<file path="src/rtl/stream_demux_pkg.sv">
// rtl/stream_demux_pkg.sv - shared state type and select helper for stream_demux
package stream_demux_pkg;

    // Routing state of the frame currently crossing the demux.
    typedef enum logic [1:0] {
        IDLE  = 2'd0,
        UNI   = 2'd1,
        BCAST = 2'd2,
        DROP  = 2'd3
    } state_e;

    // A select value only names a real port when it is below the port count;
    // with a non-power-of-two port count the top codes are unroutable.
    function automatic logic sel_in_range(input int sel, input int num_ports);
        return sel < num_ports;
    endfunction

endpackage

</file>
<file path="src/rtl/demux_out_reg.sv">
// rtl/demux_out_reg.sv - one-entry valid/ready egress register for one demux port
// Ports: clk, rst_n (async, active-low); load/data/last capture a beat;
// ready is the downstream accept; q_data/q_last/q_valid drive the egress;
// free tells the router this register can take a beat this cycle.
module demux_out_reg #(
    parameter int WIDTH = 8
) (
    input  logic             clk,
    input  logic             rst_n,
    input  logic             load,
    input  logic [WIDTH-1:0] data,
    input  logic             last,
    input  logic             ready,
    output logic [WIDTH-1:0] q_data,
    output logic             q_last,
    output logic             q_valid,
    output logic             free
);

    // Empty, or the held beat leaves this cycle, so a new beat can take its place.
    assign free = !q_valid || ready;

    always_ff @(posedge clk or negedge rst_n) begin
        if (!rst_n) begin
            q_data  <= '0;
            q_last  <= 1'b0;
            q_valid <= 1'b0;
        end else if (load) begin
            // A load in the same cycle as a drain replaces the departing beat.
            q_data  <= data;
            q_last  <= last;
            q_valid <= 1'b1;
        end else if (ready) begin
            // Payload is kept on drain so out_data shows the last loaded beat.
            q_valid <= 1'b0;
        end
    end

endmodule

</file>
<file path="src/rtl/stream_demux.sv">
// rtl/stream_demux.sv - frame-aware 1-to-NUM_PORTS stream demux with broadcast and drop
// Ports: clk, rst_n (async, active-low); ingress in_data/in_valid/in_last with
// in_sel/in_bcast routing sampled on the first beat, in_ready back-pressure;
// per-port egress out_data/out_valid/out_last/out_ready; drop_count of
// frames discarded for an unroutable destination (saturating).
module stream_demux
    import stream_demux_pkg::*;
#(
    parameter int WIDTH     = 8,
    parameter int NUM_PORTS = 4,
    parameter int SEL_W     = $clog2(NUM_PORTS),
    parameter int CNT_W     = 16
) (
    input  logic                            clk,
    input  logic                            rst_n,
    input  logic [WIDTH-1:0]                in_data,
    input  logic                            in_valid,
    input  logic                            in_last,
    input  logic [SEL_W-1:0]                in_sel,
    input  logic                            in_bcast,
    output logic                            in_ready,
    output logic [NUM_PORTS-1:0][WIDTH-1:0] out_data,
    output logic [NUM_PORTS-1:0]            out_valid,
    output logic [NUM_PORTS-1:0]            out_last,
    input  logic [NUM_PORTS-1:0]            out_ready,
    output logic [CNT_W-1:0]                drop_count
);

    state_e                  state;
    state_e                  state_nxt;
    logic [SEL_W-1:0]        dest;
    logic [NUM_PORTS-1:0]    port_free;
    logic [NUM_PORTS-1:0]    load;
    logic [2**SEL_W-1:0]     free_pad;
    logic                    all_free;
    logic                    acc;
    logic                    route_uni;
    logic                    route_bcast;
    logic                    route_drop;
    logic [SEL_W-1:0]        route_sel;

    // Unroutable select codes index zero here; they are never used for
    // unicast, but the padding keeps the variable index in range.
    always_comb begin
        free_pad                = '0;
        free_pad[NUM_PORTS-1:0] = port_free;
    end

    assign all_free = &port_free;

    // Routing of the beat presented now: decided from in_sel/in_bcast on the
    // first beat, from the latched frame state afterwards.
    always_comb begin
        route_uni   = 1'b0;
        route_bcast = 1'b0;
        route_drop  = 1'b0;
        route_sel   = dest;
        case (state)
            IDLE: begin
                route_sel = in_sel;
                if (in_bcast) begin
                    route_bcast = 1'b1;
                end else if (sel_in_range(int'(in_sel), NUM_PORTS)) begin
                    route_uni = 1'b1;
                end else begin
                    route_drop = 1'b1;
                end
            end
            UNI:     route_uni   = 1'b1;
            BCAST:   route_bcast = 1'b1;
            DROP:    route_drop  = 1'b1;
            default: route_drop  = 1'b1;
        endcase
    end

    // in_valid deliberately takes no part here; drop frames never stall.
    assign in_ready = rst_n && ((route_uni && free_pad[route_sel]) ||
                                (route_bcast && all_free) ||
                                route_drop);

    assign acc = in_valid && in_ready;

    always_comb begin
        state_nxt = state;
        if (acc) begin
            if (in_last) begin
                state_nxt = IDLE;
            end else if (state == IDLE) begin
                if (route_bcast) begin
                    state_nxt = BCAST;
                end else if (route_uni) begin
                    state_nxt = UNI;
                end else begin
                    state_nxt = DROP;
                end
            end
        end
    end

    always_ff @(posedge clk or negedge rst_n) begin
        if (!rst_n) begin
            state      <= IDLE;
            dest       <= '0;
            drop_count <= '0;
        end else begin
            state <= state_nxt;
            if (acc && state == IDLE) begin
                dest <= in_sel;
            end
            if (acc && state == IDLE && route_drop && drop_count != '1) begin
                drop_count <= drop_count + CNT_W'(1);
            end
        end
    end

    for (genvar i = 0; i < NUM_PORTS; i++) begin : g_port
        assign load[i] = acc && (route_bcast || (route_uni && route_sel == SEL_W'(i)));

        demux_out_reg #(
            .WIDTH(WIDTH)
        ) u_out_reg (
            .clk    (clk),
            .rst_n  (rst_n),
            .load   (load[i]),
            .data   (in_data),
            .last   (in_last),
            .ready  (out_ready[i]),
            .q_data (out_data[i]),
            .q_last (out_last[i]),
            .q_valid(out_valid[i]),
            .free   (port_free[i])
        );
    end

endmodule
</file>
<file path="config.mk">
export PLATFORM = sky130hd
export DESIGN_NAME = stream_demux
export DESIGN_NICKNAME = d
export VERILOG_FILES = /design/src/rtl/stream_demux_pkg.sv /design/src/rtl/demux_out_reg.sv /design/src/rtl/stream_demux.sv
export SDC_FILE = /design/constraint.sdc
export NUM_CORES = 1
export LEC_CHECK = 0
export ABC_AREA = 1
export BUFFER_PORTS_ARGS = -buffer_cell sky130_fd_sc_hd__buf_4
export CORE_UTILIZATION = 37
export CTS_BUF_LIST = sky130_fd_sc_hd__clkbuf_16
export DETAILED_ROUTE_END_ITERATION = 16
export PLACE_DENSITY = 0.71
export SYNTH_ARGS = -nofsm -noshare
export SYNTH_HDL_FRONTEND = slang
export SYNTH_SLANG_ARGS = --single-unit
</file>
<file path="constraint.sdc">
create_clock -name clk -period 1.7 [get_ports clk]
set_clock_uncertainty 0.15 [all_clocks]
set_input_delay 0.34 -clock clk [delete_from_list [all_inputs] [get_ports clk]]
set_output_delay 0.34 -clock clk [all_outputs]
set_load 0.03 [all_outputs]
</file>
==> summary.md <==
| Metric | Value |
|---|---|
| Status | complete, but fails checks |
| Failing checks | setup timing |
| Top FF cell, synth | dfrtp_1 |
| Sequential cell area fraction in the yosys report | 0.578 |
| Mapped Cells | 280 |
| Nets | 406 |
| Relative slew slack | 0.504 |
| CP Max Fanout | 6 |
| Half-perimeter wire length after placement | 4760 µm |
| Vias in the first global route | 2,503 |
| Worst Setup Path Type | reg -> out |
| Pin slew with the least headroom to its limit | 0.745 ns |
| Asr flop ratio synth | 1.00 |
| Worst-path clk slew | 0.05 ns |
| Fin crit share | 1.28 |
| Pwr Total | 9.27 mW |
| Layout Cells excl Fill | around 490 |
| Warnings, synthesis | 0 |
| Vias per cell | 5.07 |
| DRT antenna net count | 0 |
| Post-synth cell types | 20 |
| Final Setup Violations | 45 |
| Maximum vdd drop | roughly 1200 µV |
| Clk sinks | 60 |
| Cell row count | 30 |
| Final Instance Area | 4170 µm² |
| Initial DRC count | 216 |
| Die area | 7360 µm² |
| Top post-synthesis cells by count | nand2_1, dfrtp_1, nand4_1, clkbuf_1, inv_1 |
| Core box area | 6790 µm² |
| Chip width | 85.8 µm |
| Max-slew violation count | 0 |
| RSZ-0062 raised after global routing | true |
| F_max | 459 MHz |
| Worst skew pair latency | 0.33 ns |
| Worst hold path type | in -> async |
| First-pass GRT wire length | 12,500 µm |
| GRT Total Usage | 0.226 |
| Total number of vias | 2,471 |
| Setup TNS | -15.49 ns |
| Placed Instance Area | 3350 µm² |
| Post-Syn Area | around 2600 µm² |
| WL final | 8170 µm |
| Syn nets | 299 |
| Post-layout util | 0.614 |
| Number of buffers created by CTS | 9 |
| Synth Area per Inst | 9.28 µm² |
| Initial antenna violation count | 0 |
| Port-buffer cells | 75 |
| Pwr per Cell Area | 2220 nW/µm² |
| Max-Cap Viols | 0 |
| Number of diodes | 0 |
| Grt total ovfl | 0 |
| Die Span Y | 85.8 µm |
| Critical path launch point type | flop |
| Routed WL per cell | approximately 17 µm |
| Critical path endpoint category | primary output |
| Final Worst Setup Slack | -0.477 ns |
| Top-area cell type share of the netlist area | 0.578 |
| Most frequent cell after synthesis | nand2_1 |
| Static leakage | 2.17 nW |
| # IOs | 76 |
| GPL Wtd Cong | around 0.86 |
| Share of layout cells above drive strength 1 | 0.460 |
| Area delta synth->final | 60.5% |
| DP Cell Count | ~450 |
| DR DRC count | 0 |
| Min Tclk post-route | about 2.2 ns |
| Dominant cell type by area after synthesis | dfrtp_1 |
| WP data required | 1.21 ns |
| Dpl ws | -0.179 ns |
| TritonCTS clock tree | done |
| Starting Density | 0.383 |
| Pre-antenna DRT Iters | 5 |
| Synth Register Bits | 60 |
| CTS max path bufs | 2 |
| H-tree levels | 3 |
| Largest net degree at the start of global routing | 61 |
| Final Hold Viols | 0 |
| Clk root buf | clkbuf_16 |
| Min Hold Slack | 0.0315 ns |
| Number of flops mapped to enable cells by yosys | 0 |
| Synth top area cells | dfrtp_1, nand2_1, nand4_1 |
| Critical Path AT | 1.69 ns |
final timing paths:
check | from | to | slack (ns) | cells after the start
setup / recovery | state[0]$_DFFE_PN0P_ | in_ready | -0.48 | 8
hold / removal | rst_n | state[0]$_DFFE_PN0P_ | 0.03 | 2
setup reg to reg | state[0]$_DFFE_PN0P_ | g_port[3].u_out_reg.q_data[7]$_DFFE_PN0P_ | -0.44 | 13
hold reg to reg | drop_count[5]$_DFFE_PN0P_ | drop_count[5]$_DFFE_PN0P_ | 0.22 | 0
max in group asynchronous | rst_n | state[1]$_DFFE_PN0P_ | 0.86 | 2
min in group clk | in_sel[1] | dest[1]$_DFFE_PN0P_ | 0.14 | 3
layout by cell type (no fill, tap or decap):
cell type and instances:
nand2_1 84, buf_2 1, dfrtp_2 1, clkinvlp_4 1, buf_12 4, nand3_4 1
nand4_4 8, buf_8 2, nand2_2 9, clkinv_1 3, inv_2 1, nor2_1 5
bufinv_16 2, o21ai_2 2, nor2_4 1, nand2_4 9, buf_4 109, or2_2 1
inv_1 14, buf_6 5, nand3_2 5, nand3_1 2, inv_4 1, nand4_1 43
nor2_2 1, dfrtp_1 59, a21oi_1 1, a21oi_4 1, clkbuf_16 12, nand2_8 2
clkinv_2 1
cell type report:
cell class,instances,area (µm²)
tap,96,120
sequential,60,1500
inverter,17,66.3
multi-input combinational,175,1110
fill,527,2620
timing repair buffer,124,1060
clock inverter,6,80.1
clock buffer,9,225
layer usage:
layer | global-route usage | routed length, µm | vias to the layer above
li1 | - | - | 1136
met5 | 0 | 0 | -
met1 | 0.270 | 3250 | 1188
met3 | 0.0857 | 693 | 15
met4 | 0.0924 | 130 | 0
met2 | 0.369 | 4090 | 132
registers in the layout, indices dropped and copies added (netlist names):
register	cells
g_port.u_out_reg.q_last	4
state	2
dest	2
g_port.u_out_reg.q_valid	4
drop_count	16
g_port.u_out_reg.q_data	32
where the power goes:
| group | total, mW | switching [mW] | internal [mW] |
|---|---|---|---|
| logic | 5.15 | 3.02 | 2.13 |
| clock network | 1.86 | 0.605 | 1.26 |
| registers | 2.25 | 0.331 | 1.92 |
| total | 9.27 | 3.96 | 5.31 |
worst max-delay path, stage by stage, from the launching register on:
cell,delay [ns]
dfrtp_1,0.42
nor2_4,0.24
nand2_2,0.13
nand3_2,0.09
nand2_2,0.07
nand2_4,0.07
nand2_4,0.05
a21oi_4,0.13
buf_6,0.15
logic make-up after synthesis:
logic type             after synthesis  synth area share
AND/OR/NAND/NOR                    166             0.310
buffers and inverters               50            0.0973
flip-flops                          60             0.578
AO/OA/AOI/OAI                        4            0.0149
repair_timing:
| action | 4_1_cts | 5_1_grt |
|---|---|---|
| endpoints found under the setup margin | 45 | 45 |
| resized for setup | 27 | 26 |
| pin swaps | 23 | 18 |
| cloned | 6 | 3 |
| setup buffers | 13 | 5 |
| hold buffers | 0 | 0 |
No activity file was read; power rests on OpenSTA's default activity.
